==> config.mk <==
export PLATFORM = sky130hd
export DESIGN_NAME = axis_ramp_ctrl
export DESIGN_NICKNAME = d
export VERILOG_FILES = /design/src/rtl/axis_ramp_ctrl.sv
export SDC_FILE = /design/constraint.sdc
export NUM_CORES = 1
export LEC_CHECK = 0
export CAP_MARGIN = 5
export CELL_PAD_IN_SITES_DETAIL_PLACEMENT = 1
export CELL_PAD_IN_SITES_GLOBAL_PLACEMENT = 1
export CORE_ASPECT_RATIO = 0.9
export CORE_MARGIN = 3
export CORE_UTILIZATION = 39
export CTS_CLUSTER_DIAMETER = 80
export DETAILED_ROUTE_END_ITERATION = 8
export PLACE_DENSITY_LB_ADDON = 0.1
export SLEW_MARGIN = 20
export SYNTH_ARGS = -nofsm -noshare
export SYNTH_HDL_FRONTEND = slang
export SYNTH_SLANG_ARGS = --single-unit
export TNS_END_PERCENT = 1
==> constraint.sdc <==
create_clock -name clk_sys -period 3 [get_ports clk_sys]
set_input_delay 0.3 -clock clk_sys [delete_from_list [all_inputs] [get_ports clk_sys]]
set_output_delay 0.3 -clock clk_sys [all_outputs]
set_load 0.02 [all_outputs]
==> src/rtl/axis_ramp_ctrl.sv <==
// Multi-channel virtual analog axis: rate-limited digital ramp or mapped analog stick per channel.
// Optional AXIS_RAMP_ACCEL_EN: step grows to 4 after 32 consecutive same-direction ticks.

module axis_ramp_lane #(
    parameter int WIDTH    = 8,
    parameter int MAX_VAL  = 254,
    parameter int REST_VAL = 0,
    parameter int INVERT   = 1
) (
    input  logic             clk_sys,
    input  logic             reset,
    input  logic             tick,
    input  logic             inc,
    input  logic             dec,
    input  logic             spring,
    input  logic             use_analog,
    input  logic [WIDTH-1:0] analog,
    output logic [WIDTH-1:0] value
);
    localparam logic [WIDTH:0]   HALF   = (WIDTH+1)'(1 << (WIDTH-1));
    localparam logic [WIDTH:0]   FULL   = (WIDTH+1)'((1 << WIDTH) - 1);
    localparam logic [WIDTH-1:0] MAX_W  = WIDTH'(MAX_VAL);
    localparam logic [WIDTH-1:0] REST_W = WIDTH'(REST_VAL);

    logic [WIDTH-1:0] acc, acc_nxt, step, u_clamp;
    logic [WIDTH:0]   u_raw, u_map, up_sum;

`ifdef AXIS_RAMP_ACCEL_EN
    logic [5:0] hold_cnt;
    logic       hold_dir;

    assign step = (hold_cnt >= 6'd32) ? WIDTH'(4) : WIDTH'(1);

    // hold_cnt = consecutive prior ticks with the same single direction held
    always_ff @(posedge clk_sys) begin
        if (reset) begin
            hold_cnt <= '0;
            hold_dir <= 1'b0;
        end else if (use_analog) begin
            hold_cnt <= '0;
        end else if (tick) begin
            if (inc ^ dec) begin
                if (hold_cnt != '0 && hold_dir == inc) begin
                    if (hold_cnt < 6'd32)
                        hold_cnt <= hold_cnt + 6'd1;
                end else begin
                    hold_cnt <= 6'd1;
                end
                hold_dir <= inc;
            end else begin
                hold_cnt <= '0;
            end
        end
    end
`else
    assign step = WIDTH'(1);
`endif

    always_comb begin
        u_raw   = {analog[WIDTH-1], analog} + HALF;
        u_map   = (INVERT != 0) ? (FULL - u_raw) : u_raw;
        u_clamp = (u_map > {1'b0, MAX_W}) ? MAX_W : u_map[WIDTH-1:0];
        up_sum  = {1'b0, acc} + {1'b0, step};
        acc_nxt = acc;
        // analog mode keeps acc tracking the stick so ramp mode resumes bumplessly
        if (use_analog) begin
            acc_nxt = u_clamp;
        end else if (tick) begin
            if (inc && !dec)
                acc_nxt = (up_sum > {1'b0, MAX_W}) ? MAX_W : up_sum[WIDTH-1:0];
            else if (dec && !inc)
                acc_nxt = (acc < step) ? '0 : acc - step;
            else if (!inc && !dec && spring) begin
                if (acc > REST_W)
                    acc_nxt = acc - WIDTH'(1);
                else if (acc < REST_W)
                    acc_nxt = acc + WIDTH'(1);
            end
        end
    end

    always_ff @(posedge clk_sys) begin
        if (reset)
            acc <= REST_W;
        else
            acc <= acc_nxt;
    end

    assign value = acc;
endmodule

module axis_ramp_ctrl #(
    parameter int CHANNELS = 2,
    parameter int WIDTH    = 8,
    parameter int TICK_DIV = 196850,
    parameter int MAX_VAL  = 254,
    parameter int REST_VAL = 0,
    parameter int INVERT   = 1
) (
    input  logic                      clk_sys,
    input  logic                      reset,
    input  logic [CHANNELS-1:0]       inc,
    input  logic [CHANNELS-1:0]       dec,
    input  logic [CHANNELS-1:0]       spring,
    input  logic [CHANNELS-1:0]       use_analog,
    input  logic [CHANNELS*WIDTH-1:0] analog,
    output logic [CHANNELS*WIDTH-1:0] value,
    output logic [CHANNELS-1:0]       at_max,
    output logic [CHANNELS-1:0]       at_min,
    output logic                      tick
);
    localparam int CNT_W = (TICK_DIV > 2) ? $clog2(TICK_DIV) : 1;

    logic [CNT_W-1:0] pre_cnt;

    // tick is registered so it is high exactly while pre_cnt == TICK_DIV-1
    always_ff @(posedge clk_sys) begin
        if (reset) begin
            pre_cnt <= '0;
            tick    <= 1'b0;
        end else begin
            pre_cnt <= (pre_cnt == CNT_W'(TICK_DIV-1)) ? '0 : pre_cnt + CNT_W'(1);
            tick    <= (pre_cnt == CNT_W'(TICK_DIV-2));
        end
    end

    for (genvar ch = 0; ch < CHANNELS; ch++) begin : g_lane
        axis_ramp_lane #(
            .WIDTH(WIDTH), .MAX_VAL(MAX_VAL), .REST_VAL(REST_VAL), .INVERT(INVERT)
        ) u_lane (
            .clk_sys   (clk_sys),
            .reset     (reset),
            .tick      (tick),
            .inc       (inc[ch]),
            .dec       (dec[ch]),
            .spring    (spring[ch]),
            .use_analog(use_analog[ch]),
            .analog    (analog[ch*WIDTH +: WIDTH]),
            .value     (value[ch*WIDTH +: WIDTH])
        );
        assign at_max[ch] = (value[ch*WIDTH +: WIDTH] == WIDTH'(MAX_VAL));
        assign at_min[ch] = (value[ch*WIDTH +: WIDTH] == '0);
    end
endmodule

; ---- After elaboration in Yosys (flattened, before gate mapping)
; Index checks and enable logic that the tools add are counted.
[word_totals]
regBits = 35
latchBits = 0
ram_bits = 0
romBits = 0
in_bits = 26
output_inout_bits = 21
memories = 0
[op_classes]
add_sub_neg = 11
n_mul = 0
div = 0
order_cmp = 10
eq_ne = 4
n_shift = 0
n_mux = 20
bitwise_logic = 0
n_reduce_logical = 23
[op_table]
columns = op, count
row1 = 8-bit two-way mux, 20
row2 = "18-bit equality test, second input constant", 2
row3 = "9-bit by 8-bit greater-than comparator with 1-bit output, second input constant", 4
row4 = "8-bit by 1-bit < comparator with 1-bit output, second input constant", 4
row5 = "18-bit by 1-bit adder with 18-bit output, second input constant", 1
row6 = "8-bit by 1-bit adder with 9-bit output, second input constant", 2
row7 = "9-bit by 8-bit adder with 9-bit output, second input constant", 2
row8 = "8-bit by 9-bit subtractor with 9-bit output, first input constant", 2
row9 = "8-bit by 1-bit adder with 8-bit output, second input constant", 2
row10 = "8-bit equality test, second input constant", 2
row11 = "8-bit by 1-bit greater-than comparator with 1-bit output, second input constant", 2
row12 = 8-bit zero test, 2
row13 = "8-bit by 1-bit subtractor with 8-bit output, second input constant", 2
row14 = 5-bit nonzero test, 2
row15 = 1-bit logical AND, 8
row16 = 4-bit nonzero test, 2
row17 = 3-bit AND reduction, 2
row18 = 1-bit zero test, 4
row19 = 2-bit nonzero test, 2
row20 = 2-bit OR reduction, 1

; ---- Longest topological paths before layout
[logic_depth]
depth_word = 8
depth_mapped = 9
ltp_nobuf = 8

; ---- Hierarchy
; From an unflattened synthesis, not the netlist that was laid out.
[hier_totals]
hier_cells = 358
area_unflattened_um2 = 2766.4
[modules_own_cells]
columns = mod, instances, cells_per_inst, area_each_um2, seq_area_each_um2
row1 = axis_ramp_ctrl, 1, 109, 958.4, 380.4
row2 = axis_ramp_lane (g_lane[1].u_lane), 1, 125, 904.6, 160.2
row3 = axis_ramp_lane (g_lane[0].u_lane), 1, 124, 903.4, 160.2

; ---- Worst setup path before layout
; No wires, ideal clock.
[synth_timing]
kind = reg2reg
startpoint = register g_lane[1].u_lane.acc[0]
endpoint = register g_lane[1].u_lane.acc[3]
setup_time_ns = 0.139
arrival_ns = 2.085
path_slack_ns = 0.776
stages_incl_launch_ff = 10
n_path_buf = 1
period_less_slack_ns = 2.224
cell_sequence = dfxtp_1 clkbuf_1 inv_1 ha_1 nand2b_1 nor2_1 a21o_4 a311o_1 o21ai_1 o221ai_1
[synth_via]
elab_chain_len = 8
elab_cells_between_ends = 18
cone_classes = add/sub: 3 / order compare: 4 / mux: 9 / reduce/logical: 2
[synth_lines]
columns = element, line
row1 = from (decl), 25  ; logic [WIDTH-1:0] acc, acc_nxt, step, u_clamp;
row2 = from (signal assigned), 86  ; acc <= acc_nxt;
row3 = branches (longest 8 deep; another with 8-bit by 1-bit adder with 9-bit output), -
; Several ways; the timed one is not identified. The select of a mux whose other input is x is not followed.
; A chain may end at the register's enable or synchronous reset.

; ---- Worst setup path in the final report
[layout_timing]
startpoint = register g_lane[1].u_lane.acc[3]
endpoint = output port at_min[1]
[layout_via]
elab_chain_len = 1
[layout_lines]
columns = element, line
row1 = 8-bit zero test, 142  ; assign at_min[ch] = (value[ch*WIDTH +: WIDTH] == '0);
row2 = to (decl), 109  ; output logic [CHANNELS-1:0] at_min,
; Every way passes these cells.

==> flow_summary.ini <==
[outcome]
outcome = completed

[route]
drt_first_iter_violations = 106
route.detailed.drc = 0
ant_nets = 0
vias_per_cell = 5.791
wl_met1_mm = 4.002
num_vias = 2774
top_layer = met4
wl_met2_mm = 3.843
routed_wl_mm = 8.134
drt-wirelength-per-cell_um = 16.98
dr_wl_met3_um = 250
drt_pass1_iterations = 4

[critical_path]
critPathMaxStageDelay_ns = 0.66
crit_chain = or4_4 -> nor3_1 -> clkdlybuf4s50_1
worstSetupStartpoint = g_lane[1].u_lane.value[3]$_SDFFE_PP0P_
crit_type = reg2out
critPathCaptureType = output port
start_kind = flip-flop
crit_fanout = 15
slowest_stage = or4_4
cp-endpoint = at_min[1]
ff2ff_setup_slack_ns = 0.61
crit_required_ns = 2.70
worstPathArrival_ns = 2.23
worstReg2RegEnd = g_lane[1].u_lane.value[3]$_SDFFE_PP0P_
r2r-start = g_lane[1].u_lane.value[0]$_SDFFE_PP0P_
reg2reg_depth = 8

[timing]
final-setup-viol-count = 0
relSlewSlack_pct = 52.34
grt_setup_unrepaired = no
finalHoldViolations = 0
fin_skew_ns = 0.004220
fmax_mhz = 394.7
finalCritPeriodShare_pct = 84.44
final.setup.worst_slack_ns = 0.4667
fin_tns_setup_ns = 0
whs_ns = 0.4810
post-route-min-period_ns = 2.533
worstMarginPinSlew_ns = 0.7127
maxSlewViolCount = 0

[hold_path]
hold_path_class = reg2reg

[yosys]
yosysSeqAreaShare_pct = 25.41
synth_top_cell_area_share_pct = 25.41
synth_cells = 356
synth_area_leaders = dfxtp_1, ha_1, o21ai_0, nor2_1, nand2_1
synth_common_cells = dfxtp_1, nor2_1, nand2_1
ys_warn_count = 0
synth.most_common_cell = dfxtp_1
syn_area_um2 = 2758
synth.avg_cell_area_um2 = 7.746
synth_edf_count = 0
synthArstFlopShare_pct = 0
synth_top_cell_by_area = dfxtp_1
synthDistinctLibCells = 64
ys.flop_type = dfxtp_1
synth_seq_cells = 35
syn-num-nets = 401

[placed_design]
io_buffers = 46
gp_congestion = 0.8796
hpwl_mm = 6.253
dpl_worst_slack_ns = 0.5413
dpl.cell_count = 471

[global_route]
grt_start_max_net_pins = 20
grt-ovfl-total = 0
grt.total_usage_pct = 20.90
grt_pass1_wl_mm = 13.79
antenna_found_initial = 0
grt_pass1_vias = 2765

[floorplanning]
coreArea_um2 = 6726
initial_utilization_pct = 41.00
io_pins = 47
row_count = 28
die_y_um = 85.78
die_area_um2 = 8117
die_w_um = 94.64

[clock_network]
clkSlewWorstSetupHoldPaths_ns = 0.07
numCtsBuffers = 5
cts.sinks = 35
cts-root-buf = clkbuf_8
clk-insertion-delay-late_ns = 0.28
post_cts_buffers = 0
cts_resized = 0
htree_levels = 2
postCtsHoldBufs = 0
cts_tree = yes
clockBufferDepth = 2

[pwr]
power.combinational.fraction_pct = 27.8
powerDensity_nw_per_um2 = 363.2
irDropWorstVdd_mv = 0.2424
p_clk_share_pct = 27.4
intPower_mw = 0.8027
p_sw_share_pct = 33.09
p_leak_nw = 1.214
seqPwrFrac_pct = 44.9
finalPower_mw = 1.200
switchingPower_mw = 0.3969

[layout]
fin_nets = 433
layout.cells.non_filler = 479
antenna_cells = 0
fill_cells = 858
final_layout_size_suffix_gt1_share_pct = 5.141
area_growth_pct = 19.78

[run]
drv_cap = 0
-- critical path: cells and delay by family, from the launching register on --
family / cells / cell delay, ns
flip-flops: 1 / 0.47
AND/OR/NAND/NOR: 2 / 0.86
buffers and inverters: 1 / 0.63
-- worst min-delay path by stage --
stage	from	end	slack, ns	depth (start not counted)
3_3_place_gp	pre_cnt[0]$_SDFF_PP0_	pre_cnt[0]$_SDFF_PP0_	0.45	1
2_1_floorplan	analog[10]	g_lane[1].u_lane.value[2]$_SDFFE_PP0P_	0.42	1
6_report	pre_cnt[0]$_SDFF_PP0_	pre_cnt[0]$_SDFF_PP0_	0.48	1
5_1_grt	pre_cnt[0]$_SDFF_PP0_	pre_cnt[0]$_SDFF_PP0_	0.51	1
4_1_cts	pre_cnt[0]$_SDFF_PP0_	pre_cnt[0]$_SDFF_PP0_	0.48	1
3_5_place_dp	pre_cnt[0]$_SDFF_PP0_	pre_cnt[0]$_SDFF_PP0_	0.47	1
-- sequential cells by signal, indices dropped and copies added (netlist names) --
register and count:
g_lane.u_lane.value 16, pre_cnt 18, tick 1
-- per-stage QoR --
step | instance area, um^2 | utilization (%)
4_1_cts | 3303 | 49.11
3_3_place_gp | 3222 | 47.90
3_5_place_dp | 3222 | 47.90
5_1_grt | 3303 | 49.11
2_1_floorplan | 2758 | -
6_report | 3303 | 49.11
-- cells by family after synthesis --
family | count (synthesis) | synth area share, %
simple gates | 146 | 29.18
compound gates | 97 | 23.87
buf+inv | 40 | 6.669
flops | 35 | 25.41
fa+ha+maj | 19 | 8.621
xor+xnor | 16 | 5.082
mux | 3 | 1.180
-- cells in the final DEF (no fill, tap or decap), types with 11 or more instances in the layout --
| cell | n |
|---|---|
| a21oi_1 | 19 |
| inv_1 | 18 |
| xor2_1 | 11 |
| nor2_1 | 32 |
| nand3_1 | 18 |
| ha_1 | 19 |
| clkdlybuf4s50_1 | 46 |
| dfxtp_1 | 35 |
| nand2_1 | 29 |
| o21ai_0 | 24 |
-- final cells by class --
| cell class | instances | area, um^2 | share of cell area (%) |
|---|---|---|---|
| flip-flops and latches | 35 | 700.7 | 21.21 |
| multi-input cells | 281 | 1873 | 56.70 |
| clock buffers | 7 | 76.32 | 2.311 |
| inverters | 18 | 67.56 | 2.045 |
| repair buffers | 47 | 467.9 | 14.17 |
| clock inverters | 1 | 5.005 | 0.1515 |
| well taps | 90 | 112.6 | 3.409 |
-- metal layers --
metal	vias to the layer above	GRT usage, %
met5	-	0
met3	4	3.070
met4	0	3.145
li1	1369	-
met2	50	34.31
met1	1351	29.60
-- power by group through the flow --
stage	Combinational, mW	Clock (mW)	Sequential, mW
floorplan	0.220	0	0.535
global placement	0.323	0	0.547
detailed placement	0.331	0	0.548
CTS	0.334	0.336	0.537
global route	0.370	0.361	0.544
finish	0.333	0.328	0.538
Note: power is estimated with default switching activity, not from simulation.
